--- src/rtl/slave_alarm_array.sv ---
// Array of independent alarm-slave channels. Each channel tracks one alarm line
// through FAST/GRACE engagement until it is caught, times out, or loses the alarm.
module slave_alarm_array #(
   parameter int NUM_CH  = 4,
   parameter int GRACE   = 3,
   parameter int TIMEOUT = 100,
   parameter int CNT_W   = 8
) (
   input  logic                             clk,
   input  logic                             reset,
   input  logic [NUM_CH-1:0]                alarm_recv,
   input  logic [NUM_CH-1:0]                caught,
   input  logic [NUM_CH-1:0]                clear,
   output logic [2*NUM_CH-1:0]              state_out,
   output logic [2*NUM_CH-1:0]              cause_out,
   output logic [$clog2(NUM_CH+1)-1:0]      active_cnt,
   output logic                             any_stop
);

   localparam int CW = $clog2(NUM_CH+1);
   localparam bit TO_EN = (TIMEOUT != 0);
   localparam logic [CNT_W-1:0] T_LAST = CNT_W'((TIMEOUT > 0) ? TIMEOUT - 1 : 0);
   localparam logic [CNT_W-1:0] G_LAST = CNT_W'((GRACE > 0) ? GRACE - 1 : 0);
   localparam logic [CNT_W-1:0] ONE    = CNT_W'(1);

   typedef enum logic [1:0] {
      ST_IDLE  = 2'b00,
      ST_FAST  = 2'b01,
      ST_GRACE = 2'b11,
      ST_STOP  = 2'b10
   } state_e;

   typedef enum logic [1:0] {
      CS_NONE    = 2'b00,
      CS_CAUGHT  = 2'b01,
      CS_TIMEOUT = 2'b10,
      CS_LOST    = 2'b11
   } cause_e;

   logic [NUM_CH-1:0] active_vec;
   logic [NUM_CH-1:0] stop_vec;

   genvar gi;
   generate
      for (gi = 0; gi < NUM_CH; gi++) begin : g_ch
         state_e           state_q, state_d;
         cause_e           cause_q, cause_d;
         logic [CNT_W-1:0] t_q, t_d;
         logic [CNT_W-1:0] g_q, g_d;
         logic             timeout_hit;

         always_ff @(posedge clk or posedge reset) begin
            if (reset) begin
               state_q <= ST_IDLE;
               cause_q <= CS_NONE;
               t_q     <= '0;
               g_q     <= '0;
            end else begin
               state_q <= state_d;
               cause_q <= cause_d;
               t_q     <= t_d;
               g_q     <= g_d;
            end
         end

         // t keeps counting across GRACE->FAST so the timeout is measured from FAST entry
         assign timeout_hit = TO_EN && (t_q == T_LAST);

         always_comb begin
            state_d = state_q;
            cause_d = cause_q;
            t_d     = t_q;
            g_d     = g_q;
            if (clear[gi]) begin
               state_d = ST_IDLE;
               cause_d = CS_NONE;
               t_d     = '0;
               g_d     = '0;
            end else begin
               case (state_q)
                  ST_IDLE: begin
                     if (alarm_recv[gi]) begin
                        state_d = ST_FAST;
                        t_d     = '0;
                        g_d     = '0;
                     end
                  end
                  ST_FAST: begin
                     if (caught[gi]) begin
                        state_d = ST_STOP;
                        cause_d = CS_CAUGHT;
                     end else if (timeout_hit) begin
                        state_d = ST_STOP;
                        cause_d = CS_TIMEOUT;
                     end else if (!alarm_recv[gi]) begin
                        if (GRACE == 0) begin
                           state_d = ST_STOP;
                           cause_d = CS_LOST;
                        end else begin
                           state_d = ST_GRACE;
                           g_d     = '0;
                           t_d     = t_q + ONE;
                        end
                     end else begin
                        t_d = t_q + ONE;
                     end
                  end
                  ST_GRACE: begin
                     if (caught[gi]) begin
                        state_d = ST_STOP;
                        cause_d = CS_CAUGHT;
                     end else if (timeout_hit) begin
                        state_d = ST_STOP;
                        cause_d = CS_TIMEOUT;
                     end else if (alarm_recv[gi]) begin
                        state_d = ST_FAST;
                        t_d     = t_q + ONE;
                     end else if (g_q == G_LAST) begin
                        state_d = ST_STOP;
                        cause_d = CS_LOST;
                     end else begin
                        g_d = g_q + ONE;
                        t_d = t_q + ONE;
                     end
                  end
                  ST_STOP: begin
                     state_d = ST_STOP;
                  end
                  default: begin
                     state_d = ST_IDLE;
                     cause_d = CS_NONE;
                     t_d     = '0;
                     g_d     = '0;
                  end
               endcase
            end
         end

         assign state_out[2*gi +: 2] = state_q;
         assign cause_out[2*gi +: 2] = cause_q;
         assign active_vec[gi] = (state_q == ST_FAST) || (state_q == ST_GRACE);
         assign stop_vec[gi]   = (state_q == ST_STOP);
      end
   endgenerate

   always_comb begin
      active_cnt = '0;
      for (int i = 0; i < NUM_CH; i++) begin
         active_cnt = active_cnt + CW'(active_vec[i]);
      end
   end

   assign any_stop = |stop_vec;

endmodule
--- config.mk ---
export PLATFORM = sky130hd
export DESIGN_NAME = slave_alarm_array
export DESIGN_NICKNAME = d
export VERILOG_FILES = /design/src/rtl/slave_alarm_array.sv
export SDC_FILE = /design/constraint.sdc
export NUM_CORES = 1
export LEC_CHECK = 0
export ABC_CLOCK_PERIOD_IN_PS = 2600
export CAP_MARGIN = 10
export CORE_AREA = 2 2 112 114
export CTS_CLUSTER_SIZE = 10
export DETAILED_ROUTE_END_ITERATION = 7
export DIE_AREA = 0 0 114 116
export PLACE_DENSITY = 0.73
export SYNTH_ARGS = -nofsm -noshare
export SYNTH_HDL_FRONTEND = slang
export SYNTH_SLANG_ARGS = --single-unit
export TNS_END_PERCENT = 20
--- constraint.sdc ---
create_clock -name clk -period 2.6 [get_ports clk]
set_input_delay 0.39 -clock clk [delete_from_list [all_inputs] [get_ports clk]]
set_output_delay 0.39 -clock clk [all_outputs]
set_load 0.02 [all_outputs]
# [Word-level counts from Yosys, hierarchy flattened]
# Index checks and enable logic that the tools add are counted.
# Widths: inputs -> output; s select.
[word_totals] wordCells=280 regBits=80 output_inout_bits=20
[op_classes] n_mux=144 n_eq_ne=76 addsub=11 n_reduce_logical=33
[op_table] cell="$mux 8" count=64
[op_table] cell="$pmux 8 s3" count=8
[op_table] cell="$mux 2" count=64
[op_table] cell="$ne 3x3->1 const B" count=32
[op_table] cell="$add 8x1->8 const B" count=8
[op_table] cell="$ne 5x5->1 const B" count=12
[op_table] cell="$reduce_and 9->1" count=4
[op_table] cell="$eq 8x2->1 const B" count=4
[op_table] cell="$eq 8x7->1 const B" count=4
[op_table] cell="$ne 4x4->1 const B" count=8
[op_table] cell="$pmux 2 s4" count=4
[op_table] cell="$reduce_and 7->1" count=4
[op_table] cell="$ne 6x6->1 const B" count=4
[op_table] cell="$eq 2x2->1 const B" count=8
[op_table] cell="$pmux 2 s2" count=4
[op_table] cell="$reduce_and 4->1" count=4
[op_table] cell="$reduce_bool 4->1" count=4
[op_table] cell="$reduce_and 3->1" count=4
[op_table] cell="$reduce_bool 3->1" count=4
[op_table] cell="$eq 2x1->1 const B" count=4
[op_table] cell="$logic_not 2->1" count=4
[op_table] cell="$logic_or 1x1->1" count=4
[op_table] cell="$reduce_or 4->1" count=1
[op_table] cell="$add 2x1->3" count=1
[op_table] cell="2 further kinds" count=2

# [Longest topological paths before layout]
# Gate-level depths: netlist of the first run.
[logic_depth] word_depth=7 ltp_mapped=10 depth_no_buf=8

# [Worst setup path after synthesis of the first run]
# Ideal clock, no wire load.
[synth_path] path_type="register -> output" from="register g_ch[1].state_q[1]" to="output active_cnt[1]" setup_slack_ns=-0.142 t_required_ns=2.210 stages_incl_launch_ff=9 n_path_buf=1 arrival_time_ns=2.352 cell_sequence="dfrtp_1 -> inv_1 -> ha_1 -> nor2_1 -> clkbuf_1 -> inv_1 -> fa_1 -> ha_1 -> ha_1"
[synth_via] elab_chain_cells=5
[synth_lines] item="start, declared" line_no="46" source="state_e state_q, state_d;"
[synth_lines] item="start signal, assigned" line_no="59" source="state_q <= state_d;"
[synth_lines] item="$eq 2x1->1 or $eq 2x2->1 (tied branches)" line_no="141" source="assign active_vec[gi] = (state_q == ST_FAST) || (state_q == ST_GRACE);"
[synth_lines] item="$logic_or 1x1->1 (*)" line_no="141"
[synth_lines] item="$add 1x1->2 (*)" line_no="149" source="active_cnt = active_cnt + CW'(active_vec[i]);"
[synth_lines] item="$add 2x1->3 (*)" line_no="149"
[synth_lines] item="$add 3x1->3 (*)" line_no="149"
[synth_lines] item="end, declared" line_no="16" source="output logic [$clog2(NUM_CH+1)-1:0] active_cnt,"
# Mark *: on every way between the ends. The rest lies on a longest branch, timed or not.

# [Worst setup path after layout of the first run]
[layout_path] from="register g_ch[0].state_q[1]" to="output active_cnt[1]"
[layout_via] elab_chain_cells=5
[layout_lines] item="start, declared" line_no="46"
[layout_lines] item="start signal, assigned" line_no="59"
[layout_lines] item="$eq 2x1->1 or $eq 2x2->1 (tied branches)" line_no="141"
[layout_lines] item="$logic_or 1x1->1 (*)" line_no="141"
[layout_lines] item="$add 1x1->2 (*)" line_no="149"
[layout_lines] item="$add 2x1->3 (*)" line_no="149"
[layout_lines] item="$add 3x1->3 (*)" line_no="149"
# Marked as above.

==> run metrics, run 1 <==
status finished with violations; failing checks negative setup slack; RSZ-0062 raised after global routing yes; I/O pins 34; Max VDD drop ~470 uV; pre-CTS WS -184 ps; hpwl dp approximately 9 mm; most common cell after layout, fill and taps aside dfrtp_1; root buf cell clkbuf_16; asr flop ratio synth 1.00; synthesized instance count about 600; n_diodes 0; clock share of power 0.272; # rows 40; DIE AREA 0.0132 mm2; post-synth cell types 72; Syn-to-layout area delta 22.3%; Max Fclk 381 MHz; gr usage total 0.201; WL per Instance roughly 15 um; Switching Share 0.364; Mapped Nets roughly 640; Flop pwr share 0.298; class of the most critical setup path flop to output pin; total routed wirelength roughly 13 mm; worst rel slew slack 0.521; effective utilization at floorplan 0.445; max-cap viol count 0; number of synthesized register bits 80; Int Power ~0.0030 W; CTS tree yes; WP data arrival 2230 ps; Clk Latency, worst-skew pair ~350 ps; buffers added on ports 33; CP Max Fanout 3; pin count of the biggest net entering global routing 44; Via-to-Cell Ratio between 5 and 6; Initial DRT Pass Iterations 5; post-synthesis area per instance roughly 9 um2; Die Height between 100 and 150 um; power density cells between 700 and 800 mW/mm2; Horiz. Die Dim about 110 um; DR vias 4,920; layout cells sized above 1 0.162; leak pwr 2.82 nW; FILL cells 1,055; Critical Path RT 2210 ps; fin crit period between 2000 and 3000 ps; layout net count approximately 720; Worst Hold Class primary input to async pin; Main synth FF type dfrtp_1; clk buf depth 2; Final WS setup -23.6 ps; htree depth 3; CTS sink cnt 80; DRT iter0 DRCs approximately 470; DRT antenna net count 0; Switch Pwr between 0.0015 and 0.002 W; residual DRC count 0; combinational share of power 0.431; core box area 0.0119 mm2; gr ovfl total 0; synthesis warning total 0; Worst-path clk slew approximately 60 ps; measured slew at the worst slew-check pin a little over 700 ps; Layout Utilization 0.544; Final Hold Vio Count 0; GPL Wtd Cong about 0.92; clock skew 6.78 ps; Crit. End Element output pin; Final setup viols 1; Slew Limit Fails 0; Cell Area, Synth roughly 0.0053 mm2; CTS buffer count 9; most frequent cells in the layout 79 x dfrtp_1, 55 x nand2_1, 54 x o21ai_0, 49 x buf_4, 42 x a21oi_1; initial antenna violation count 0; crit share post-route 1.01; Post-synth EDFFs 0; Critical Path Start Type flop; hold_buf cts 0; sequential area share after synthesis 0.378; vias in the first global route ~4,700; first-pass GRT wire length ~22 mm
[stage by stage]
step / instance area (um2) / hold slack [ps] / cells / TNS, ps / total power [W]
after floorplan: 5300 / 453 / 599 / -19.2 / 0.00259
after global placement: 6070 / 481 / 805 / -219 / 0.00332
after detailed placement: 6070 / 482 / 805 / -237 / 0.00337
after CTS: 6410 / 380 / 824 / -70.1 / 0.00473
after global routing: 6480 / 416 / 828 / -98.0 / 0.00504
final: 6480 / 372 / 828 / -23.6 / 0.00476
[cell families (layout without fill, tap and decap cells)]
kind of cell | Yosys count | in the layout | share of synthesized area
buffers and inverters | 50 | 132 | 0.0375
adder cells (fa/ha/maj) | 31 | 31 | 0.0746
multiplexers | 5 | 5 | 0.00991
AND/OR/NAND/NOR | 237 | 237 | 0.247
AO/OA/AOI/OAI | 196 | 196 | 0.254
flip-flops | 80 | 80 | 0.378
[cell usage after synthesis (all sizes together) (6+ instances only)]
cell type	n	area [um2]
dfrtp	80	2000
o21ai	58	290
nand2	55	206
a21oi	42	210
nor2	41	161
inv	34	128
ha	30	375
nand3	29	145
and3	13	81.3
nand4	13	81.3
a21o	12	90.1
clkbuf	12	45.0
nand2b	12	75.1
nor2b	11	68.8
a31oi	10	62.6
o31ai	10	114
a211oi	9	72.6
or3	9	56.3
nor4b	8	101
o22ai	8	50.1
nand3b	7	52.6
nor3	7	35.0
nor3b	6	45.0
o32ai	6	60.1
or2	6	37.5
[layer usage]
metal,up-vias,share of wire,GRT usage
li1,2397,-,-
met1,2377,0.45,0.261
met2,126,0.49,0.332
met3,20,0.042,0.0513
met4,0,0.014,0.0642
met5,-,0,0
[state kept, by name, summed over array words and instances, names as in the netlist]
register	cells
g_ch.t_q	32
g_ch.state_q	8
g_ch.g_q	32
g_ch.cause_q	8
[timing repair]
item / in CTS / in global routing
setup endpoints to repair: 4 / 3
buffers inserted: 3 / 4
pin swaps: 3 / 2
gates cloned: 0 / 0
resized for setup: 25 / 10
[cell type report]
| cell class | count | area [um2] | area share |
|---|---|---|---|
| multi-input combinational | 469 | 3160 | 0.488 |
| sequential | 80 | 2000 | 0.309 |
| timing repair buffer | 82 | 703 | 0.108 |
| clock buffer | 13 | 260 | 0.0401 |
| tap | 147 | 184 | 0.0284 |
| inverter | 34 | 129 | 0.0199 |
| clock inverter | 3 | 40.0 | 0.00618 |
[power by group through the flow]
| stage | sequential (W) | clock, W | combinational (W) |
|---|---|---|---|
| global route | 0.00143 | 0.00138 | 0.00223 |
| floorplan | 0.00151 | 0 | 0.00108 |
| CTS | 0.00141 | 0.00133 | 0.00200 |
| detailed placement | 0.00143 | 0 | 0.00193 |
| finish | 0.00142 | 0.00129 | 0.00205 |
| global placement | 0.00142 | 0 | 0.00190 |
[worst paths after layout]
path / startpoint / to / slack, ps / cells past startpoint
hold / removal: reset / g_ch[0].g_q[7]$_DFFE_PP0P_ / 370 / 2
setup reg to reg: g_ch[0].state_q[1]$_DFFE_PP0P_ / g_ch[0].t_q[5]$_DFFE_PP0P_ / 210 / 9
max in group asynchronous: reset / g_ch[2].g_q[2]$_DFFE_PP0P_ / 1660 / 3
hold reg to reg: g_ch[3].g_q[7]$_DFFE_PP0P_ / g_ch[3].g_q[7]$_DFFE_PP0P_ / 490 / 1
setup / recovery: g_ch[0].state_q[1]$_DFFE_PP0P_ / active_cnt[1] / -20 / 8
min in group clk: g_ch[3].g_q[7]$_DFFE_PP0P_ / g_ch[3].g_q[7]$_DFFE_PP0P_ / 490 / 1
[critical path, cell delays in order, from the launching register on]
cell and delay, ps:
dfrtp_1 440, inv_2 80, ha_4 170, nor2_4 100, inv_2 50, fa_1 480
ha_2 210, ha_4 260, buf_6 100
Power figures use the tool's default switching activity.
==> run 2: changes to the inputs <==
- SLEW_MARGIN: default -> 20
==> results of run 2 <==
No change in the layout: final DEF, timing and power equal those of run 1.
